===== config.mk =====
export PLATFORM = sky130hd
export DESIGN_NAME = conv1_feeder
export DESIGN_NICKNAME = d
export VERILOG_FILES = /design/src/rtl/conv1_feeder.sv
export SDC_FILE = /design/constraint.sdc
export NUM_CORES = 1
export LEC_CHECK = 0
export BUFFER_PORTS_ARGS = -buffer_cell sky130_fd_sc_hd__clkbuf_2
export CORE_ASPECT_RATIO = 0.9
export CORE_MARGIN = 1
export CORE_UTILIZATION = 46
export DETAILED_ROUTE_END_ITERATION = 10
export PLACE_DENSITY = 0.75
export SLEW_MARGIN = 20
export SYNTH_ARGS = -nofsm -noshare
export SYNTH_HDL_FRONTEND = slang
export SYNTH_SLANG_ARGS = --single-unit

===== constraint.sdc =====
create_clock -name clk -period 1.9 [get_ports clk]
set_input_delay 0.095 -clock clk [delete_from_list [all_inputs] [get_ports clk]]
set_output_delay 0.095 -clock clk [all_outputs]
set_load 0.005 [all_outputs]

===== src/rtl/conv1_feeder.sv =====
// conv1_feeder: streams one WIDTH x IMG_HEIGHT image from a synchronous-read
// memory as a gap-free WIDTH x HEIGHT word stream. Rows IMG_HEIGHT..HEIGHT-1
// are emitted as zero padding.
// Data path: issue (mem_addr/mem_en) -> stage 1 (flags) -> stage 2 (output).
module conv1_feeder #(
  parameter int WIDTH      = 28,
  parameter int IMG_HEIGHT = 28,
  parameter int HEIGHT     = 36,
  parameter int DATA_BITS  = 32,
  parameter int ADDR_BITS  = 10
) (
  input  logic                 clk,
  input  logic                 rst,
  input  logic                 start,
  output logic [ADDR_BITS-1:0] mem_addr,
  output logic                 mem_en,
  input  logic [DATA_BITS-1:0] mem_rdata,
  output logic [DATA_BITS-1:0] data_out,
  output logic                 valid_out,
  output logic                 sof,
  output logic                 eof,
  output logic                 busy,
  output logic                 done
);

  // Counter widths hold one past the last index so the row increment never wraps.
  localparam int CW = $clog2(WIDTH + 1);
  localparam int RW = $clog2(HEIGHT + 1);

  localparam logic [CW-1:0] COL_LAST = CW'(WIDTH - 1);
  localparam logic [RW-1:0] ROW_LAST = RW'(HEIGHT - 1);
  localparam logic [RW-1:0] IMG_ROWS = RW'(IMG_HEIGHT);

  typedef enum logic [1:0] {
    S_IDLE  = 2'd0,
    S_RUN   = 2'd1,
    S_FLUSH = 2'd2
  } state_t;

  // Control / issue registers
  state_t               state_q, state_d;
  logic [CW-1:0]        col_q, col_d;
  logic [RW-1:0]        row_q, row_d;
  logic                 flush_q, flush_d;
  logic [ADDR_BITS-1:0] addr_q, addr_d;
  logic                 en_q, en_d;
  logic                 busy_q, busy_d;
  logic                 done_q, done_d;

  // Stage 1: flags for the index whose memory read is in flight
  logic s1_valid_q, s1_valid_d;
  logic s1_pad_q, s1_pad_d;
  logic s1_first_q, s1_first_d;
  logic s1_last_q, s1_last_d;

  // Stage 2: output word and framing
  logic [DATA_BITS-1:0] data_q, data_d;
  logic                 valid_q, valid_d;
  logic                 sof_q, sof_d;
  logic                 eof_q, eof_d;

  // Helper terms for the current index
  logic          is_last_s;
  logic          col_wrap_s;
  logic [RW-1:0] row_nxt_s;

  // FSM next-state, index counters, address generation and stage-1 flags
  always_comb begin
    state_d    = state_q;
    col_d      = col_q;
    row_d      = row_q;
    flush_d    = flush_q;
    addr_d     = addr_q;
    en_d       = en_q;
    busy_d     = busy_q;
    done_d     = 1'b0;
    s1_valid_d = 1'b0;
    s1_pad_d   = 1'b0;
    s1_first_d = 1'b0;
    s1_last_d  = 1'b0;

    col_wrap_s = (col_q == COL_LAST);
    is_last_s  = (row_q == ROW_LAST) && col_wrap_s;
    if (col_wrap_s) begin
      row_nxt_s = row_q + RW'(1);
    end else begin
      row_nxt_s = row_q;
    end

    case (state_q)
      S_IDLE: begin
        if (start) begin
          // Index 0 is issued on the very edge that accepts start.
          state_d = S_RUN;
          col_d   = '0;
          row_d   = '0;
          flush_d = 1'b0;
          addr_d  = '0;
          en_d    = 1'b1;
          busy_d  = 1'b1;
        end else begin
          en_d = 1'b0;
        end
      end
      S_RUN: begin
        s1_valid_d = 1'b1;
        s1_pad_d   = (row_q >= IMG_ROWS);
        s1_first_d = (row_q == '0) && (col_q == '0);
        s1_last_d  = is_last_s;
        if (is_last_s) begin
          state_d = S_FLUSH;
          flush_d = 1'b0;
          en_d    = 1'b0;
        end else begin
          if (col_wrap_s) begin
            col_d = '0;
          end else begin
            col_d = col_q + CW'(1);
          end
          row_d = row_nxt_s;
          // Image words are contiguous row-major, so the next address is +1.
          if (row_nxt_s < IMG_ROWS) begin
            en_d   = 1'b1;
            addr_d = addr_q + ADDR_BITS'(1);
          end else begin
            en_d = 1'b0;
          end
        end
      end
      S_FLUSH: begin
        // Two cycles let the last word pass through both pipeline stages.
        if (flush_q) begin
          state_d = S_IDLE;
          flush_d = 1'b0;
          busy_d  = 1'b0;
          done_d  = 1'b1;
        end else begin
          flush_d = 1'b1;
        end
      end
      default: begin
        state_d = S_IDLE;
        en_d    = 1'b0;
        busy_d  = 1'b0;
        flush_d = 1'b0;
      end
    endcase
  end

  // Stage 2: select memory data or zero padding and forward framing flags
  always_comb begin
    data_d  = '0;
    valid_d = s1_valid_q;
    sof_d   = s1_valid_q & s1_first_q;
    eof_d   = s1_valid_q & s1_last_q;
    if (s1_valid_q && !s1_pad_q) begin
      data_d = mem_rdata;
    end else begin
      data_d = '0;
    end
  end

  // State, counter and issue registers
  always_ff @(posedge clk or posedge rst) begin
    if (rst) begin
      state_q <= S_IDLE;
      col_q   <= '0;
      row_q   <= '0;
      flush_q <= 1'b0;
      addr_q  <= '0;
      en_q    <= 1'b0;
      busy_q  <= 1'b0;
      done_q  <= 1'b0;
    end else begin
      state_q <= state_d;
      col_q   <= col_d;
      row_q   <= row_d;
      flush_q <= flush_d;
      addr_q  <= addr_d;
      en_q    <= en_d;
      busy_q  <= busy_d;
      done_q  <= done_d;
    end
  end

  // Pipeline stage 1 and stage 2 registers
  always_ff @(posedge clk or posedge rst) begin
    if (rst) begin
      s1_valid_q <= 1'b0;
      s1_pad_q   <= 1'b0;
      s1_first_q <= 1'b0;
      s1_last_q  <= 1'b0;
      data_q     <= '0;
      valid_q    <= 1'b0;
      sof_q      <= 1'b0;
      eof_q      <= 1'b0;
    end else begin
      s1_valid_q <= s1_valid_d;
      s1_pad_q   <= s1_pad_d;
      s1_first_q <= s1_first_d;
      s1_last_q  <= s1_last_d;
      data_q     <= data_d;
      valid_q    <= valid_d;
      sof_q      <= sof_d;
      eof_q      <= eof_d;
    end
  end

  assign mem_addr  = addr_q;
  assign mem_en    = en_q;
  assign data_out  = data_q;
  assign valid_out = valid_q;
  assign sof       = sof_q;
  assign eof       = eof_q;
  assign busy      = busy_q;
  assign done      = done_q;

endmodule

# Word level (Yosys, flattened, before mapping)
# Cells that the tools add are included.
[totals]
out_inout_bits = 48
word_cells = 80
register_bits = 66
input_bits = 35
[classes]
addsub = 3
reduce_logical = 13
n_eq_ne = 9
mux = 34
bitwise = 3
order_cmp = 2
[ops]
columns = ["cell", "n"]
rows = [
  ["$mux 32", 1],
  ["$mux 10", 3],
  ["$pmux 10 s2", 1],
  ["$mux 6", 3],
  ["$mux 5", 3],
  ["$mux 1", 14],
  ["$pmux 6 s2", 1],
  ["$add 10x1->10 const B", 1],
  ["$ne 2x2->1 const B", 5],
  ["$pmux 5 s2", 1],
  ["$pmux 1 s3", 3],
  ["$reduce_and 3->1", 3],
  ["$add 6x1->6 const B", 1],
  ["$eq 6x6->1 const B", 1],
  ["$ge 6x5->1 const B", 1],
  ["$logic_not 6->1", 1],
  ["$lt 6x5->1 const B", 1],
  ["$mux 2", 3],
  ["$pmux 2 s3", 1],
  ["$add 5x1->5 const B", 1],
  ["$eq 5x5->1 const B", 1],
  ["$logic_not 5->1", 1],
  ["$reduce_and 4->1", 1],
  ["$logic_and 1x1->1", 3],
  ["other kinds (8)", 9],
]

# Logic depth before layout (Yosys ltp)
# Gate-level depths: netlist of the first run.
[depth]
depth_word = 6
depth_mapped = 9
mapped_depth_nobuf = 6

# Least setup slack after synthesis of the first run
# OpenSTA, ideal clock, no wires.
[synth_path]
kind = "reg2reg"
start = "register col_q[0]"
end = "register en_q, in the netlist mem_en"
path_buffers = 0
stages_incl_launch_ff = 7
arrival_ns = 1.775
setup_ns = 0.125
t_required_ns = 1.775
path_slack_ns = -0.001
period_less_slack_ns = 1.901
cell_sequence = "dfrtp_1 ha_1 nand4b_4 o31a_1 o211ai_4 a21oi_1 o21bai_1"
[synth_between]
elab_chain_len = 6
word_cells_on_any_way = 7
classes_between = "1 x order compare; 1 x eq/ne; 4 x mux; 1 x reduce/logical"
[synth_rtl]
columns = ["item", "line_no", "source"]
rows = [
  ["start: declaration", "42", "logic [CW-1:0] col_q, col_d;"],
  ["start signal: assignment", "176", "col_q <= col_d;"],
  ["$eq 5x5->1 (*)", "82", "col_wrap_s = (col_q == COL_LAST);"],
  ["$mux 6", "84", "if (col_wrap_s) begin"],
  ["$lt 6x5->1", "122", "if (row_nxt_s < IMG_ROWS) begin"],
  ["$mux 1", "122", ""],
  ["$mux 1 (*)", "110", "if (is_last_s) begin"],
  ["$pmux 1 s3 (*)", "90", "case (state_q)"],
  ["end signal: assignment", "180", "en_q <= en_d;"],
  ["end: declaration", "46", "logic en_q, en_d;"],
]
# Mark *: on every way between the ends. The rest lies on a longest branch, timed or not.
# A chain may end at the register's enable or synchronous reset.

# Final worst setup path of the first run
[layout_path]
start = "register row_q[2]"
end = "register en_q, in the netlist mem_en"
[layout_between]
elab_chain_len = 6
word_cells_on_any_way = 8
classes_between = "1 x add/sub; 1 x order compare; 1 x eq/ne; 4 x mux; 1 x reduce/logical"
[layout_rtl]
columns = ["item", "line_no", "source"]
rows = [
  ["start: declaration", "43", "logic [RW-1:0] row_q, row_d;"],
  ["start signal: assignment", "177", "row_q <= row_d;"],
  ["$add 6x1->6", "85", "row_nxt_s = row_q + RW'(1);"],
  ["$mux 6", "84", ""],
  ["$lt 6x5->1", "122", ""],
  ["$mux 1", "122", ""],
  ["$mux 1 (*)", "110", ""],
  ["$pmux 1 s3 (*)", "90", ""],
]
# Marked as above.

==> impl_metrics.tcl, run 1 <==
set metrics [dict create \
    yosys_warnings 0 \
    die_h_um 76.9 \
    setup-violations-final 1 \
    maxSlewViolCount 0 \
    clk_pin_slew_worst_paths_ns 0.08 \
    clockBufferDepth 2 \
    synth_area_per_cell_um2 10.8 \
    yosysUniqueCellTypes 44 \
    root_buffer "clkbuf_8" \
    cp_top_family "simple AND/OR/NAND/NOR gates" \
    cts_made_buffers 9 \
    tritoncts "yes" \
    critPathMostFrequentCell "buf_4" \
    htreeDepth 3 \
    period_share_pct 101 \
    p_per_area_nw_per_um2 994 \
    cp.buffers_inverters 2 \
    worst_path_largest_cell_delay_ns 0.57 \
    grt_pass1_wl_um 12400 \
    synthCells 267 \
    core_area_um2 5860 \
    slew_headroom_pct 68.1 \
    grt_max_degree 33 \
    start_kind "flop" \
    fin_nets 459 \
    dp_hpwl_um 4480 \
    crit_path_end_kind "flop" \
    start_util_pct 49.0 \
    via_per_inst 5.39 \
    nFillCells 395 \
    yosys-top-cells-area "dfrtp_1 58%, and2_1 7.6%, o21ai_1 3.7%" \
    netlist_area_um2 2870 \
    status "complete, but fails checks" \
    total_power_mw 4.18 \
    setup_tns_ns -0.0151 \
    violations "negative setup slack" \
    synth_top_area_share_pct 57.5 \
    peakVddDrop_mv 0.514 \
    regArea_um2 1650 \
    grt_pass1_vias 2525 \
    tightest_slew_ns 0.478 \
    gr-total-overflow 0 \
    seq_area_frac_synth_pct 57.5 \
    drive_gt1_share_pct 35.8 \
    path_max_fanout 6 \
    synth_top_family_by_area "simple AND/OR/NAND/NOR gates" \
    synth_mux_area_share_pct 1.74 \
    place_congestion 0.861 \
    fin_ws_ns -0.0151 \
    cp_data_required_time_ns 2.12 \
    multi_input_area_um2 1190 \
    synth_fp_nets 307 \
    diodes 0 \
    synth_compound_area_share_pct 11.0 \
    num_vias 2663 \
    fmax_mhz 522 \
    first_pass_iters 4 \
    critPathSlowestCell "or4b_4" \
    critPathKind "flop to flop" \
    cts_sinks 66 \
    wirelength_um 8100 \
    finalCriticalPeriod_ns 1.92 \
    rows 26 \
    initialDrtViolationCount 148 \
    grtUsageTotal_pct 24.6 \
    rsz0062_at_grt "yes" \
    ant_nets 0 \
    syn_to_final_growth_pct 46.5 \
    pin_count 83 \
    die_width_um 85.3 \
    synth-xor-area-share_pct 0.305 \
    worst_skew_pair.late_latency_ns 0.34 \
    port_buffers 82 \
    hold_viol_final 0 \
    async_reset_ff_share_pct 100 \
    ys_ff_latch 66 \
    synth-main-ff-cell "dfrtp_1" \
    wl_per_cell_um 16.4 \
    synth-edff-count 0 \
    r2r_setup_slack_ns -0.02 \
    synth_top_area_cell "dfrtp_1" \
    crit_chain "or4b_4 > buf_4 > o31ai_2 > buf_4 > a21oi_1 > o21bai_1" \
    synth-simple-area-share_pct 23.7 \
    arrival_ns 2.14 \
    drc 0 \
    cap_violations 0 \
    p_leak_nw 2.08 \
    skew_ns 0.0121 \
    dieArea_um2 6560 \
    hold_class "primary input to flop" \
    antenna_found_initial 0 \
    synth_fa_ha_area_share_pct 2.18 \
]
## Yosys cell counts (all sizes together), types with 5 or more instances
master  instances
nor3           12
nand2          19
and2           35
inv             9
a21oi          12
o21ai          23
dfrtp          66
ha              5
nand3          12
clkbuf          5
mux2i           5
nand2b          6
buf             6
nor2           18
## where the power goes
part	total [mW]	leakage, nW	internal [mW]	switching, mW
clock network	1.35	0.111	0.785	0.562
logic	1.04	1.15	0.526	0.512
registers	1.79	0.819	1.62	0.176
## state kept, by name, indices dropped and copies added (netlist names)
signal / cells
row_q: 6
state_q: 2
col_q: 5
s1_valid_q: 1
sof: 1
flush_q: 1
data_out: 32
eof: 1
s1_first_q: 1
s1_pad_q: 1
done: 1
valid_out: 1
mem_addr: 10
busy: 1
s1_last_q: 1
mem_en: 1
## final timing paths
path	from	to	cells after the start
worst max register to register	row_q[2]	mem_en	6
worst max-delay path	row_q[2]	mem_en	6
worst min register to register	s1_valid_q	valid_out	0
min in group asynchronous	rst	col_q[3]	3
max in group asynchronous	rst	mem_en	4
worst min-delay path	start	mem_en	3
## what timing repair did
item / 4_1_cts / 5_1_grt
gates resized for setup: 2 / 9
hold buffers: 33 / 0
buffers inserted: 3 / 4
gates cloned: 1 / 1
endpoints found under the setup margin: 13 / 17
pin swaps: 2 / 8
endpoints found under the hold margin: 51 / 0
## through the flow
stage / cell area (um^2) / utilization [%] / cells / worst slack (ns) / hold slack (ns)
2_1_floorplan: 2870 / - / 267 / 0.0365 / 0.224
3_3_place_gp: 3520 / 60.2 / 436 / -0.000999 / 0.110
3_5_place_dp: 3520 / 60.2 / 436 / -0.0411 / 0.122
4_1_cts: 4120 / 70.3 / 489 / -0.0304 / 0.0635
5_1_grt: 4210 / 71.8 / 494 / -0.102 / 0.105
6_report: 4210 / 71.8 / 494 / -0.0151 / 0.0768
## cell usage in the layout (no fill, tap or decap), drive strengths merged, types with 6 or more instances in the layout
cell,count
dlygate4sd3,33
nor3,12
dfrtp,66
inv,11
nand2,19
nor2,19
a21oi,12
o21ai,23
clkbuf,93
buf,35
nand2b,6
nand3,12
and2,35
## per-layer routing
metal / track usage [%] / share of wire, % / vias up
li1: - / - / 1222
met1: 32.0 / 43 / 1290
met2: 40.2 / 47 / 138
met3: 7.43 / 8.2 / 13
met4: 6.50 / 1.3 / 0
met5: 0 / 0 / -
## cell families after synthesis
group | after synthesis
simple gates | 119
flops | 66
compound gates | 51
buf+inv | 20
mux | 5
fa+ha+maj | 5
xor+xnor | 1
## layout make-up
cell class              count  area share [%]
inverters                   9           0.803
clock buffers              11            3.36
repair buffers            150            24.2
clock inverters             5            2.02
well taps                  70            2.08
multi-input cells         183            28.2
flip-flops and latches     66            39.3
## worst register-to-register path, cell delays in order, from the launching register on
cell      delay (ns)
dfrtp_1         0.38
or4b_4          0.57
buf_4           0.17
o31ai_2         0.20
buf_4           0.20
a21oi_1         0.09
o21bai_1        0.18
Power figures use the tool's default switching activity.
==> run 2: changes to the inputs <==
Clock period 1.9 ns to 1.6 ns, I/O delays scaled along.
==> run 2 against run 1 <==
The flow still finishes with violations (negative setup slack); count of clock-buffer cells in the layout unchanged; power up 20%; register-to-register slack lost 0.34 ns; critical path type unchanged; largest power group unchanged; highest routed layer unchanged.
==> impl_metrics.tcl, run 2 (synthesis gave the netlist of run 1 again) <==
set metrics [dict create \
    grtUsageTotal_pct 27.3 \
    dp_hpwl_um 4710 \
    wl_per_cell_um 16.7 \
    htreeDepth 3 \
    largest_reg_flops 32 \
    crit_path_end_kind "flop" \
    pin_count 83 \
    initialDrtViolationCount 140 \
    critPathSlowestCell "or4b_4" \
    crit_end "mem_addr[9]" \
    tritoncts "yes" \
    worst_skew_pair.late_latency_ns 0.35 \
    hold_viol_final 0 \
    skew_ns 0.0142 \
    tightest_slew_ns 0.581 \
    cts_sinks 66 \
    critPathLaunch "row_q[2]" \
    layout_commonest_cell "clkbuf_2" \
    cell_internal_pwr_mw 3.45 \
    p_comb_share_pct 28.4 \
    worst_path_largest_cell_delay_ns 0.56 \
    switching_share_pct 31.0 \
    first_pass_iters 4 \
    maxSlewViolCount 0 \
    grt_pass1_vias 2669 \
    antenna_found_initial 0 \
    peakVddDrop_mv 0.740 \
    total_power_mw 5.00 \
    r2r.worst_path.cells 6 \
    via_per_inst 5.22 \
    port_buffers 82 \
    slew_headroom_pct 61.2 \
    path_max_fanout 5 \
    crit_chain "or4b_4 > buf_6 > o31ai_4 > buf_4 > a211oi_2 > mux2i_1" \
    place_congestion 0.900 \
    crit-reg2reg-launch "row_q[2]" \
    clk_pin_slew_worst_paths_ns 0.07 \
    cp_data_required_time_ns 1.82 \
    p_leak_nw 2.17 \
    seqPwrFrac_pct 41.9 \
    wirelength_um 8500 \
    syn_to_final_growth_pct 52.7 \
    fin_ws_ns -0.352 \
    core_area_um2 5860 \
    period_share_pct 122 \
    rows 26 \
    setup-violations-final 25 \
    grt_max_degree 27 \
    final_cell_mix "82 x clkbuf_2, 65 x dfrtp_1, 46 x buf_4, 34 x and2_1, 33 x dlygate4sd3_1" \
    p_per_area_nw_per_um2 1140 \
    clockBufferDepth 2 \
    status "complete, but fails checks" \
    drc 0 \
    diodes 0 \
    grt_pass1_wl_um 13400 \
    num_vias 2652 \
    gr-total-overflow 0 \
    die_h_um 76.9 \
    fmax_mhz 512 \
    drive_gt1_share_pct 41.3 \
    hold_class "primary input to flop" \
    start_kind "flop" \
    instances_no_fill 508 \
    dp_cells 449 \
    power_switching_mw 1.55 \
    critPathKind "flop to flop" \
    arrival_ns 2.17 \
    cts_made_buffers 9 \
    die_width_um 85.3 \
    rr_endpoint "mem_addr[9]" \
    cap_violations 0 \
    root_buffer "clkbuf_8" \
    whs_path_depth 3 \
    nFillCells 366 \
    ant_nets 0 \
    clock_power_share_pct 29.7 \
    violations "negative setup slack" \
    rsz0062_at_grt "yes" \
    start_util_pct 49.0 \
    fin_nets 473 \
    r2r_setup_slack_ns -0.35 \
    finalCriticalPeriod_ns 1.95 \
    utilization_pct 74.8 \
    dieArea_um2 6560 \
]
[run 2: repair_timing]
| action | 4_1_cts | 5_1_grt |
|---|---|---|
| hold buffers | 33 | 0 |
| gates resized for setup | 13 | 13 |
| pin swaps | 11 | 11 |
| endpoints found under the setup margin | 24 | 24 |
| gates cloned | 2 | 0 |
| endpoints found under the hold margin | 54 | 0 |
| setup buffers | 2 | 6 |
[run 2: worst max-delay path, delay by kind of cell (launching register included)]
kind	cells	cell delay, ns
buffers and inverters	2	0.33
AOI/OAI and AO/OA	2	0.41
DFF	1	0.41
and+or+nand+nor	1	0.56
muxes	1	0.13
[run 2: metal layers]
| metal | share of wire, % | global-route usage [%] | wire length (um) | vias to the layer above |
|---|---|---|---|---|
| li1 | - | - | - | 1256 |
| met1 | 42 | 33.0 | 3580 | 1267 |
| met2 | 49 | 45.2 | 4140 | 119 |
| met3 | 7.5 | 8.61 | 640 | 10 |
| met4 | 1.6 | 11.2 | 140 | 0 |
| met5 | 0 | 0 | 0 | - |
[run 2: worst min-delay path by stage]
stage                  from     endpoint  slack [ns]
2_1_floorplan  mem_rdata[0]  data_out[0]        0.21
3_3_place_gp            rst  data_out[2]        0.16
3_5_place_dp            rst  data_out[2]        0.16
4_1_cts               start       mem_en        0.05
5_1_grt               start       mem_en        0.08
6_report              start       mem_en        0.06
[run 2: cell type report]
cell class	count	area, um^2	area share (%)
sequential	66	1650	37.7
multi-input combinational	183	1260	28.8
timing repair buffer	164	1130	25.8
clock buffer	11	151	3.46
tap	70	87.6	2.00
clock inverter	5	60.1	1.37
inverter	9	37.5	0.857
[run 2: power by group through the flow]
stage | Combinational [mW] | Clock [mW] | Sequential, mW
after detailed placement | 1.24 | 0 | 2.11
after global routing | 1.55 | 1.59 | 2.12
final | 1.42 | 1.49 | 2.09
after global placement | 1.21 | 0 | 2.10
after floorplan | 0.582 | 0 | 2.18
after CTS | 1.34 | 1.50 | 2.08
[run 2: per-stage QoR]
step | area [um^2] | setup TNS [ns] | setup WS (ns) | hold WS [ns]
5_1_grt | 4380 | -6.19 | -0.351 | 0.0793
6_report | 4380 | -5.13 | -0.352 | 0.0607
2_1_floorplan | 2900 | -3.01 | -0.201 | 0.209
4_1_cts | 4280 | -4.14 | -0.227 | 0.0529
3_5_place_dp | 3650 | -6.77 | -0.352 | 0.164
3_3_place_gp | 3650 | -5.54 | -0.347 | 0.157
